**config.mk**
```make
export PLATFORM = sky130hd
export DESIGN_NAME = fifo_rd_stream
export DESIGN_NICKNAME = d
export VERILOG_FILES = /design/src/rtl/fifo_rd_stream.sv
export SDC_FILE = /design/constraint.sdc
export NUM_CORES = 1
export LEC_CHECK = 0
export CAP_MARGIN = 0
export CORE_ASPECT_RATIO = 1.5
export CORE_UTILIZATION = 28
export CTS_BUF_LIST = sky130_fd_sc_hd__clkbuf_4
export CTS_CLUSTER_SIZE = 24
export DETAILED_ROUTE_END_ITERATION = 10
export PLACE_DENSITY = 0.47
export REMOVE_ABC_BUFFERS = 1
export SLEW_MARGIN = 10
export SYNTH_ARGS = -nofsm -noshare
export SYNTH_HDL_FRONTEND = slang
export SYNTH_SLANG_ARGS = --single-unit
```
**constraint.sdc**
```tcl
create_clock -name clock -period 3.3 [get_ports clock]
set_input_delay 0.66 -clock clock [delete_from_list [all_inputs] [get_ports clock]]
set_output_delay 0.66 -clock clock [all_outputs]
set_load 0.005 [all_outputs]
```
**src/rtl/fifo_rd_stream.sv**
```systemverilog
// Drain stage for the 8x8 synchronous fifo: pops words, absorbs the one-cycle read
// latency in a 2-entry skid buffer, and presents them on a valid/ready stream.
`timescale 1ns/1ps
module fifo_rd_stream #(
    parameter int WIDTH = 8,
    parameter int CNT_W = 16
) (
    input  logic             clock,
    input  logic             reset,
    input  logic             fifo_empty,
    input  logic [WIDTH-1:0] fifo_data,
    output logic             fifo_rd_en,
    output logic             m_valid,
    input  logic             m_ready,
    output logic [WIDTH-1:0] m_data,
    output logic [CNT_W-1:0] words_out
);

    typedef enum logic [1:0] {
        BUF_EMPTY = 2'd0,
        BUF_ONE   = 2'd1,
        BUF_TWO   = 2'd2
    } buf_state_t;

    buf_state_t       r_state;
    logic             r_in_flight;
    logic [WIDTH-1:0] r_head;
    logic [WIDTH-1:0] r_tail;
    logic [CNT_W-1:0] r_words;

    logic             w_pop;
    logic [2:0]       w_occ;

    assign m_valid   = (r_state != BUF_EMPTY);
    assign m_data    = r_head;
    assign words_out = r_words;
    assign w_pop     = m_valid && m_ready;

    // Occupancy after this edge; including the pop lets a read issue while the
    // buffer is full but draining, which is what sustains one word per clock.
    assign w_occ      = {1'b0, r_state} + {2'b00, r_in_flight} - {2'b00, w_pop};
    assign fifo_rd_en = reset && !fifo_empty && (w_occ < 3'd2);

    always_ff @(posedge clock or negedge reset) begin
        if (!reset) begin
            r_state     <= BUF_EMPTY;
            r_in_flight <= 1'b0;
            r_head      <= '0;
            r_tail      <= '0;
            r_words     <= '0;
        end else begin
            r_in_flight <= fifo_rd_en;
            if (w_pop) begin
                r_words <= r_words + CNT_W'(1);
            end
            if (r_in_flight && !w_pop) begin
                if (r_state == BUF_EMPTY) begin
                    r_head  <= fifo_data;
                    r_state <= BUF_ONE;
                end else if (r_state == BUF_ONE) begin
                    r_tail  <= fifo_data;
                    r_state <= BUF_TWO;
                end
            end else if (!r_in_flight && w_pop) begin
                if (r_state == BUF_TWO) begin
                    r_head  <= r_tail;
                    r_state <= BUF_ONE;
                end else begin
                    r_state <= BUF_EMPTY;
                end
            end else if (r_in_flight && w_pop) begin
                // Simultaneous capture and pop: occupancy holds, head advances.
                if (r_state == BUF_TWO) begin
                    r_head <= r_tail;
                    r_tail <= fifo_data;
                end else begin
                    r_head <= fifo_data;
                end
            end
        end
    end

endmodule

```
### After elaboration in Yosys (flattened, before gate mapping)

Cells that the tools add are included.

| storage, ports and cells | value |
|---|---|
| register bits | 35 |

| operators by class | value |
|---|---|
| add/sub/neg operators | 3 |
| $lt $le $gt $ge | 1 |
| eq/ne operators | 8 |
| multiplexer cells | 17 |
| reduce and logical (&&, ||, !) cells | 18 |

Operator list:

| operator | number |
|---|---|
| $mux W8 | 12 |
| $add A16 B1 Y16 const B | 1 |
| $mux W2 | 4 |
| $reduce_bool A2 Y1 | 4 |
| $logic_and A1 B1 Y1 | 6 |
| $reduce_and A5 Y1 | 1 |
| $ne A2 B1 Y1 const B | 2 |
| $ne A2 B2 Y1 const B | 2 |
| $add A2 B1 Y3 | 1 |
| $logic_not A1 Y1 | 3 |
| $lt A3 B2 Y1 const B | 1 |
| $ne A3 B1 Y1 const B | 1 |
| $ne A3 B2 Y1 const B | 1 |
| $reduce_and A3 Y1 | 1 |
| $reduce_bool A3 Y1 | 1 |
| $sub A3 B1 Y3 | 1 |
| $eq A2 B1 Y1 const B | 1 |
| $eq A2 B2 Y1 const B | 1 |
| $logic_not A2 Y1 | 1 |
| $reduce_and A2 Y1 | 1 |
| $mux W1 | 1 |

### Longest topological paths before layout

Gate-level depths: netlist of the first run.

| logic depth | value |
|---|---|
| word-level depth | 6 |
| gate-level depth with buffers | 9 |
| depth with buffers taken out | 8 |

### Worst setup path before layout of the first run

No wires, ideal clock.

| timing | value |
|---|---|
| path kind | flip-flop to output port |
| from | register r_state[1] |
| to | output port fifo_rd_en |
| arrival time | 2084 ps |
| path slack | 556 ps |
| stages on the path, launching flop included | 9 |
| path buffers | 1 |
| cell sequence | dfrtp_1 > buf_6 > or2_2 > nand2_1 > inv_1 > ha_1 > fa_1 > xor2_1 > nor3_1 |

| on the way | value |
|---|---|
| longest elaborated chain between the ends | 5 |

Ends and longest elaborated chain:

| what | line | RTL |
|---|---|---|
| start, declared | 25 | `buf_state_t r_state;` |
| start signal, assigned | 46 | `r_state <= BUF_EMPTY;` |
| start signal, assigned | 59 | `r_state <= BUF_ONE;` |
| start signal, assigned | 62 | `r_state <= BUF_TWO;` |
| $reduce_bool A2 Y1 | 34 | `assign m_valid = (r_state != BUF_EMPTY);` |
| via m_valid | 13 | `output logic m_valid,` |
| $logic_and A1 B1 Y1 | 37 | `assign w_pop = m_valid && m_ready;` |
| via w_pop | 31 | `logic w_pop;` |
| $sub A3 B1 Y3 | 41 | `assign w_occ = {1'b0, r_state} + {2'b00, r_in_flight} - {2'b00, w_pop};` |
| $lt A3 B2 Y1 | 42 | `assign fifo_rd_en = reset && !fifo_empty && (w_occ < 3'd2);` |
| $logic_and A1 B1 Y1 | 42 |  |
| end, declared | 12 | `output logic fifo_rd_en,` |

The timed path passes the listed nets, and every way through them passes these cells.

### Final worst setup path of the first run

| timing | value |
|---|---|
| from | input port m_ready |
| to | output port fifo_rd_en |

| on the way | value |
|---|---|
| longest elaborated chain between the ends | 4 |

Ends and longest elaborated chain:

| what | line | RTL |
|---|---|---|
| start, declared | 14 | `input logic m_ready,` |
| $logic_and A1 B1 Y1 | 37 |  |
| $sub A3 B1 Y3 | 41 |  |
| $lt A3 B2 Y1 | 42 |  |
| $logic_and A1 B1 Y1 | 42 |  |

Every way passes these cells.

==> results of run 1 <==
-- area by class of cell --
| type | count | area [um^2] | share of cell area |
|---|---|---|---|
| Timing Repair Buffer | 47 | 435 | 0.188 |
| Sequential cell | 35 | 876 | 0.378 |
| Multi-Input combinational cell | 92 | 822 | 0.355 |
| Clock inverter | 3 | 38.8 | 0.0167 |
| Clock buffer | 5 | 37.5 | 0.0162 |
| Tap cell | 72 | 90.1 | 0.0389 |
| Inverter | 5 | 18.8 | 0.00809 |
-- sequential cells by signal, indices dropped and copies added (netlist names) --
register,flops
words_out,16
m_data,8
r_tail,8
r_state,2
r_in_flight,1
-- layer usage --
layer  part of all wire  up-vias
li1                   -      562
met1               0.40      582
met2               0.54       22
met3              0.039        7
met4              0.023        0
met5                  0        -
-- repair_timing --
item                                   in CTS  in global routing
gates resized for setup                     3                  2
setup endpoints to repair                   1                  1
buffers inserted                            1                  0
pin swaps                                   1                  0
endpoints found under the hold margin       0                  0
-- Yosys cell counts --
library cell / number / area [um^2]
a22oi_1: 1 / 7.51
a31oi_1: 1 / 6.26
and3_1: 2 / 12.5
and3b_1: 1 / 8.76
buf_6: 1 / 11.3
dfrtp_1: 35 / 876
fa_1: 1 / 20.0
ha_1: 6 / 75.1
inv_1: 5 / 18.8
mux2_2: 24 / 270
mux2_4: 1 / 15.0
nand2_1: 13 / 48.8
nand3_1: 6 / 30.0
nand4_1: 3 / 18.8
nor2_1: 3 / 11.3
nor2_4: 1 / 11.3
nor2_8: 1 / 20.0
nor2b_2: 1 / 8.76
nor3_1: 1 / 5.00
nor4_4: 2 / 42.5
o211ai_2: 1 / 12.5
o21ai_0: 2 / 10.0
o21ai_2: 1 / 8.76
o22a_2: 1 / 10.0
or2_1: 1 / 6.26
or2_2: 1 / 6.26
xnor2_1: 10 / 87.6
xor2_1: 7 / 61.3
-- power groups by stage --
stage / combinational, mW / sequential (mW) / clock [mW]
floorplan: 0.373 / 0.662 / 0
global placement: 0.675 / 0.655 / 0
detailed placement: 0.690 / 0.665 / 0
CTS: 0.702 / 0.657 / 0.312
global route: 0.755 / 0.679 / 0.329
finish: 0.686 / 0.654 / 0.298
-- path summary, 6_finish.rpt --
kind | from | to | depth (start not counted)
hold / removal | reset | words_out[7]$_DFFE_PN0P_ | 2
hold reg to reg | words_out[15]$_DFFE_PN0P_ | words_out[15]$_DFFE_PN0P_ | 1
setup / recovery | m_ready | fifo_rd_en | 8
setup reg to reg | r_state[0]$_DFFE_PN0P_ | m_data[2]$_DFFE_PN0P_ | 9
min in group clock | words_out[15]$_DFFE_PN0P_ | words_out[15]$_DFFE_PN0P_ | 1
max in group asynchronous | reset | r_tail[4]$_DFFE_PN0P_ | 2
-- cell families after synthesis --
kind of cell	Yosys count
compound gates	7
xor+xnor	17
fa+ha+maj	7
buf+inv	6
flops	35
mux	25
simple gates	36
-- metrics by stage --
step                power (mW)  std cells  cell area [um^2]
floorplan                 1.03        132              1710
global placement          1.33        250              2230
detailed placement        1.36        250              2230
CTS                       1.67        259              2320
global route              1.76        259              2320
finish                    1.64        259              2320
==> reports/metrics.csv, run 1 <==
metric;value;unit
wire per inst;13.6;um
Fin Setup TNS;0;ns
Root Driver;clkbuf_4;
most frequent CP cell;nand2_1;
CTS tree;built;
Core Util, Final;0.395;
Worst setup EP type;primary output;
clock sink total;35;
All-Layer GR Usage;0.127;
pin count of the biggest net entering global routing;36;
synth warn;0;
post-route ant nets;0;
status;complete, no violations;
post-synthesis sequential area ratio;0.509;
final hold vios;0;
Logic pwr share;0.419;
Clock power frac;0.182;
full die area;0.00647;mm^2
met3 global-route usage;0.0257;
row count;34;
max incr delay on CP;0.50;ns
routed vias;1173;
dpl ws;-0.356;ns
fin crit share;0.957;
vias in the first global route;1307;
Final Setup Violations;0;
Top Family by Delay on Critical Path;adder cells;
critical path required time;2.64;ns
met2 Resource Use GR;0.221;
buffers added on ports;37;
Layout Nets;205;
pwr dens;706;mW/mm^2
Core ar.;0.00587;mm^2
Starting Density;0.293;
fin crit period;3.16;ns
P_int;1.14;mW
GP Congestion;0.713;
synthesis-to-layout area growth;34.8;%
post-synthesis mux area share;0.166;
# IOs;38;
most frequent cells in the layout;35 x clkdlybuf4s50_1, 35 x dfrtp_1, 24 x mux2_2, 12 x nand2_1;
clock transition at the registers of the reported paths;0.11;ns
antenna violations before repair;0;
sw frac;0.306;
Pleak;1.06;nW
post-synthesis xor/xnor area fraction;0.0865;
critical path fanouts, max;4;
Slew headroom;0.675;
die height;98;um
Mapped Cells;133;
Post-Synth Simple-Gate Area;0.134;
mean post-synth cell area;12.9;um^2
DRT Pass-1 Iters;3;
post-synthesis compound-gate area fraction;0.0320;
H-tree depth;2;
Data arrival, critical path;2.50;ns
Register-to-Register Setup Slack;0.88;ns
Clock Skews;0.00862;ns
RSZ-0062 raised after global routing;false;
Worst Path Class, Setup;input port to primary output;
Psw;0.500;mW
Setup crit start kind;input port;
Fillers;589;
CP cell instances;clkdlybuf4s50_1 -> nand2_2 -> ha_1 -> nand2_1 -> fa_1 -> nand2_1 -> nor3_2 -> clkbuf_2;
# diodes;0;
#FFs+latches synth;35;
Max VDD drop;0.000373;V
WHS;0.387;ns
latest clock arrival within the worst-skew pair;0.34;ns
Final WS setup;0.142;ns
Worst path slowest cell;clkdlybuf4s50_1;
DRC Markers;0;
maximum clock rate;317;MHz
Final HPWL DP;2610;um
Flop pwr share;0.399;
die width;66;um
Worst Hold Class;input port to async pin;
DR vias/cell;4.53;
Initial DRC Count;22;
Num CTS Buffers;5;
largest family of logic cells by synthesized area;multiplexers;
met1 usage;0.145;
hold_buf cts;0;
synthesized cell area;0.00172;mm^2
first-pass GRT wire length;6260;um
total of max-cap violations;0;
Adder-Cell Fraction of Synth Area;0.0553;
ratio of cells with drive above 1 in the final layout;0.294;
GR peak layer;met2;
Worst Path Buf+Inv;2;
synth unique cells;28;
Slew @ Worst Pin;0.487;ns
Max Root-Sink Buffers;2;
Pins Over Slew Limit;0;
total gr overflow;0;
DRT Wirelength;3530;um
Note: power is estimated with default switching activity, not from simulation.
==> run 2: changes to the inputs <==
--- a/config.mk
+++ b/config.mk
@@ -7,11 +7,11 @@
 export LEC_CHECK = 0
 export CAP_MARGIN = 0
 export CORE_ASPECT_RATIO = 1.5
-export CORE_UTILIZATION = 28
+export CORE_UTILIZATION = 40
 export CTS_BUF_LIST = sky130_fd_sc_hd__clkbuf_4
 export CTS_CLUSTER_SIZE = 24
 export DETAILED_ROUTE_END_ITERATION = 10
-export PLACE_DENSITY = 0.47
+export PLACE_DENSITY = 0.64
 export REMOVE_ABC_BUFFERS = 1
 export SLEW_MARGIN = 10
 export SYNTH_ARGS = -nofsm -noshare
==> run 2 against run 1 <==
  * Die area shrank 29%
  * Register-to-register slack worse by 0.02 ns
  * Worst setup slack worse by 0.0055 ns
==> reports/metrics.csv, run 2 (synthesis results as in run 1) <==
metric;value;unit;change
# IOs;38;;unchanged
H-tree depth;2;;unchanged
Slew headroom;0.686;;+0.0110
Starting Density;0.427;;+0.134
DRT Pass-1 Iters;4;;+1
hold_buf cts;0;;unchanged
Clock Skews;0.00894;ns;+0.000325 ns
buffers added on ports;37;;unchanged
clock transition at the registers of the reported paths;0.10;ns;about the same
Final HPWL DP;2410;um;-7.7%
# diodes;0;;unchanged
All-Layer GR Usage;0.170;;+0.0426
DRC Markers;0;;unchanged
Worst setup EP type;primary output;;
Worst Path Class, Setup;input port to primary output;;
leading cell type in the layout, fill and taps excluded;clkdlybuf4s50_1;;
wire length on met3;137;um;+0.74%
first-pass GRT wire length;5880;um;-6.1%
post-CTS setup buffers;0;;-1
row count;28;;-18%
placed cell areas;0.00220;mm^2;-1.3%
Max VDD drop;0.000391;V;+5.0%
beginning of the critical path;m_ready;;
vias in the first global route;1283;;-1.8%
Data arrival, critical path;2.50;ns;about the same
Initial DRC Count;12;;-45%
Num CTS Buffers;5;;unchanged
RSZ-0062 raised after global routing;false;;
post-route cell area;0.00227;mm^2;-2.1%
routed vias;1168;;-0.43%
total gr overflow;0;;unchanged
clock sink total;35;;unchanged
status;complete, no violations;;
Final Setup Violations;0;;unchanged
latest clock arrival within the worst-skew pair;0.34;ns;about the same
DRT Wirelength;3310;um;-6.0%
Top Family by Delay on Critical Path;adder cells;;
Worst path slowest cell;clkdlybuf4s50_1;;
worst reg2reg startpoint;r_state[0]$_DFFE_PN0P_;;
fin crit share;0.959;;+0.00166
WHS;0.476;ns;+0.0894 ns
Layout Nets;204;;-0.49%
max FFs per register;16;;unchanged
most frequent cells in the layout;36 x clkdlybuf4s50_1, 35 x dfrtp_1, 24 x mux2_2, 12 x nand2_1, 10 x xnor2_1;;
Setup crit start kind;input port;;
Root Driver;clkbuf_4;;
WL met1;1340;um;-4.4%
full die area;0.00457;mm^2;-29%
max incr delay on CP;0.49;ns;about the same
wire per inst;14.3;um;+5.3%
post-route ant nets;0;;unchanged
most frequent CP cell;nand2_1;;
Worst Hold Class;flop to flop;;
pin count of the biggest net entering global routing;36;;unchanged
die height;82.3;um;-16%
Hold Crit Start;words_out[15]$_DFFE_PN0P_;;
met2 wire len;1770;um;-7.3%
placed cells;223;;-11%
pwr dens;691;mW/mm^2;-2.1%
critical path required time;2.64;ns;about the same
fin crit period;3.16;ns;+0.00549 ns
DR top layer;met4;;
CTS tree;built;;
critical path fanouts, max;4;;unchanged
final hold vios;0;;unchanged
Worst Path Buf+Inv;2;;unchanged
synthesis-to-layout area growth;32.0;%;
final non-filler cell total;231;;-11%
antenna violations before repair;0;;unchanged
GP Congestion;0.689;;-3.4%
Pleak;1.04;nW;-1.5%
maximum clock rate;316;MHz;-0.17%
Max Root-Sink Buffers;2;;unchanged
Fillers;362;;-39%
CP cell instances;clkdlybuf4s50_1 -> nand2_2 -> ha_4 -> nand2_1 -> fa_1 -> nand2_1 -> nor3_2 -> clkbuf_2;;
total of max-cap violations;0;;unchanged
die width;55.5;um;-16%
Pins Over Slew Limit;0;;unchanged
ratio of cells with drive above 1 in the final layout;0.285;;-0.00917
Core ar.;0.00403;mm^2;-31%
DR vias/cell;5.06;;+12%
Slew @ Worst Pin;0.471;ns;-0.0164 ns
==> run 2: metrics by stage <==
step,total power [mW],setup TNS (ns),utilization,worst slack (ns)
6_report,1.57,0,0.564,0.136
5_1_grt,1.70,0,0.564,0.0102
4_1_cts,1.58,0,0.561,0.00912
3_5_place_dp,1.35,-0.321,0.547,-0.321
3_3_place_gp,1.32,-0.238,0.547,-0.238
2_1_floorplan,1.03,0,-,0.568
==> run 2: repair_timing <==
action | CTS | global route
setup endpoints to repair | 1 | 1
pin swaps | 0 | 1
cloned | 0 | 0
resized for setup | 2 | 4
==> run 2: cell type report <==
| class | count | area [um^2] | area share |
|---|---|---|---|
| tap | 45 | 56.3 | 0.0248 |
| clock inverter | 2 | 7.51 | 0.00331 |
| clock buffer | 6 | 45.0 | 0.0198 |
| inverter | 5 | 18.8 | 0.00826 |
| multi-input combinational | 92 | 835 | 0.367 |
| sequential | 35 | 876 | 0.386 |
| timing repair buffer | 46 | 433 | 0.191 |
==> run 2: worst paths after layout <==
kind	to	slack, ns	depth (start not counted)
setup / recovery	fifo_rd_en	0.14	8
hold / removal	words_out[15]$_DFFE_PN0P_	0.48	1
setup reg to reg	m_data[3]$_DFFE_PN0P_	0.86	9
hold reg to reg	words_out[15]$_DFFE_PN0P_	0.48	1
max in group asynchronous	m_data[3]$_DFFE_PN0P_	2.18	2
min in group asynchronous	words_out[3]$_DFFE_PN0P_	0.81	2
==> run 2: where the power goes <==
group	internal, mW	switching (mW)
Combinational	0.427	0.272
Clock	0.0871	0.134
Sequential	0.562	0.0879
Total	1.08	0.494
==> run 2: layer usage <==
metal / GRT usage / vias up
li1: - / 562
met1: 0.185 / 577
met2: 0.305 / 24
met3: 0.0483 / 5
met4: 0.0825 / 0
met5: 0 / -
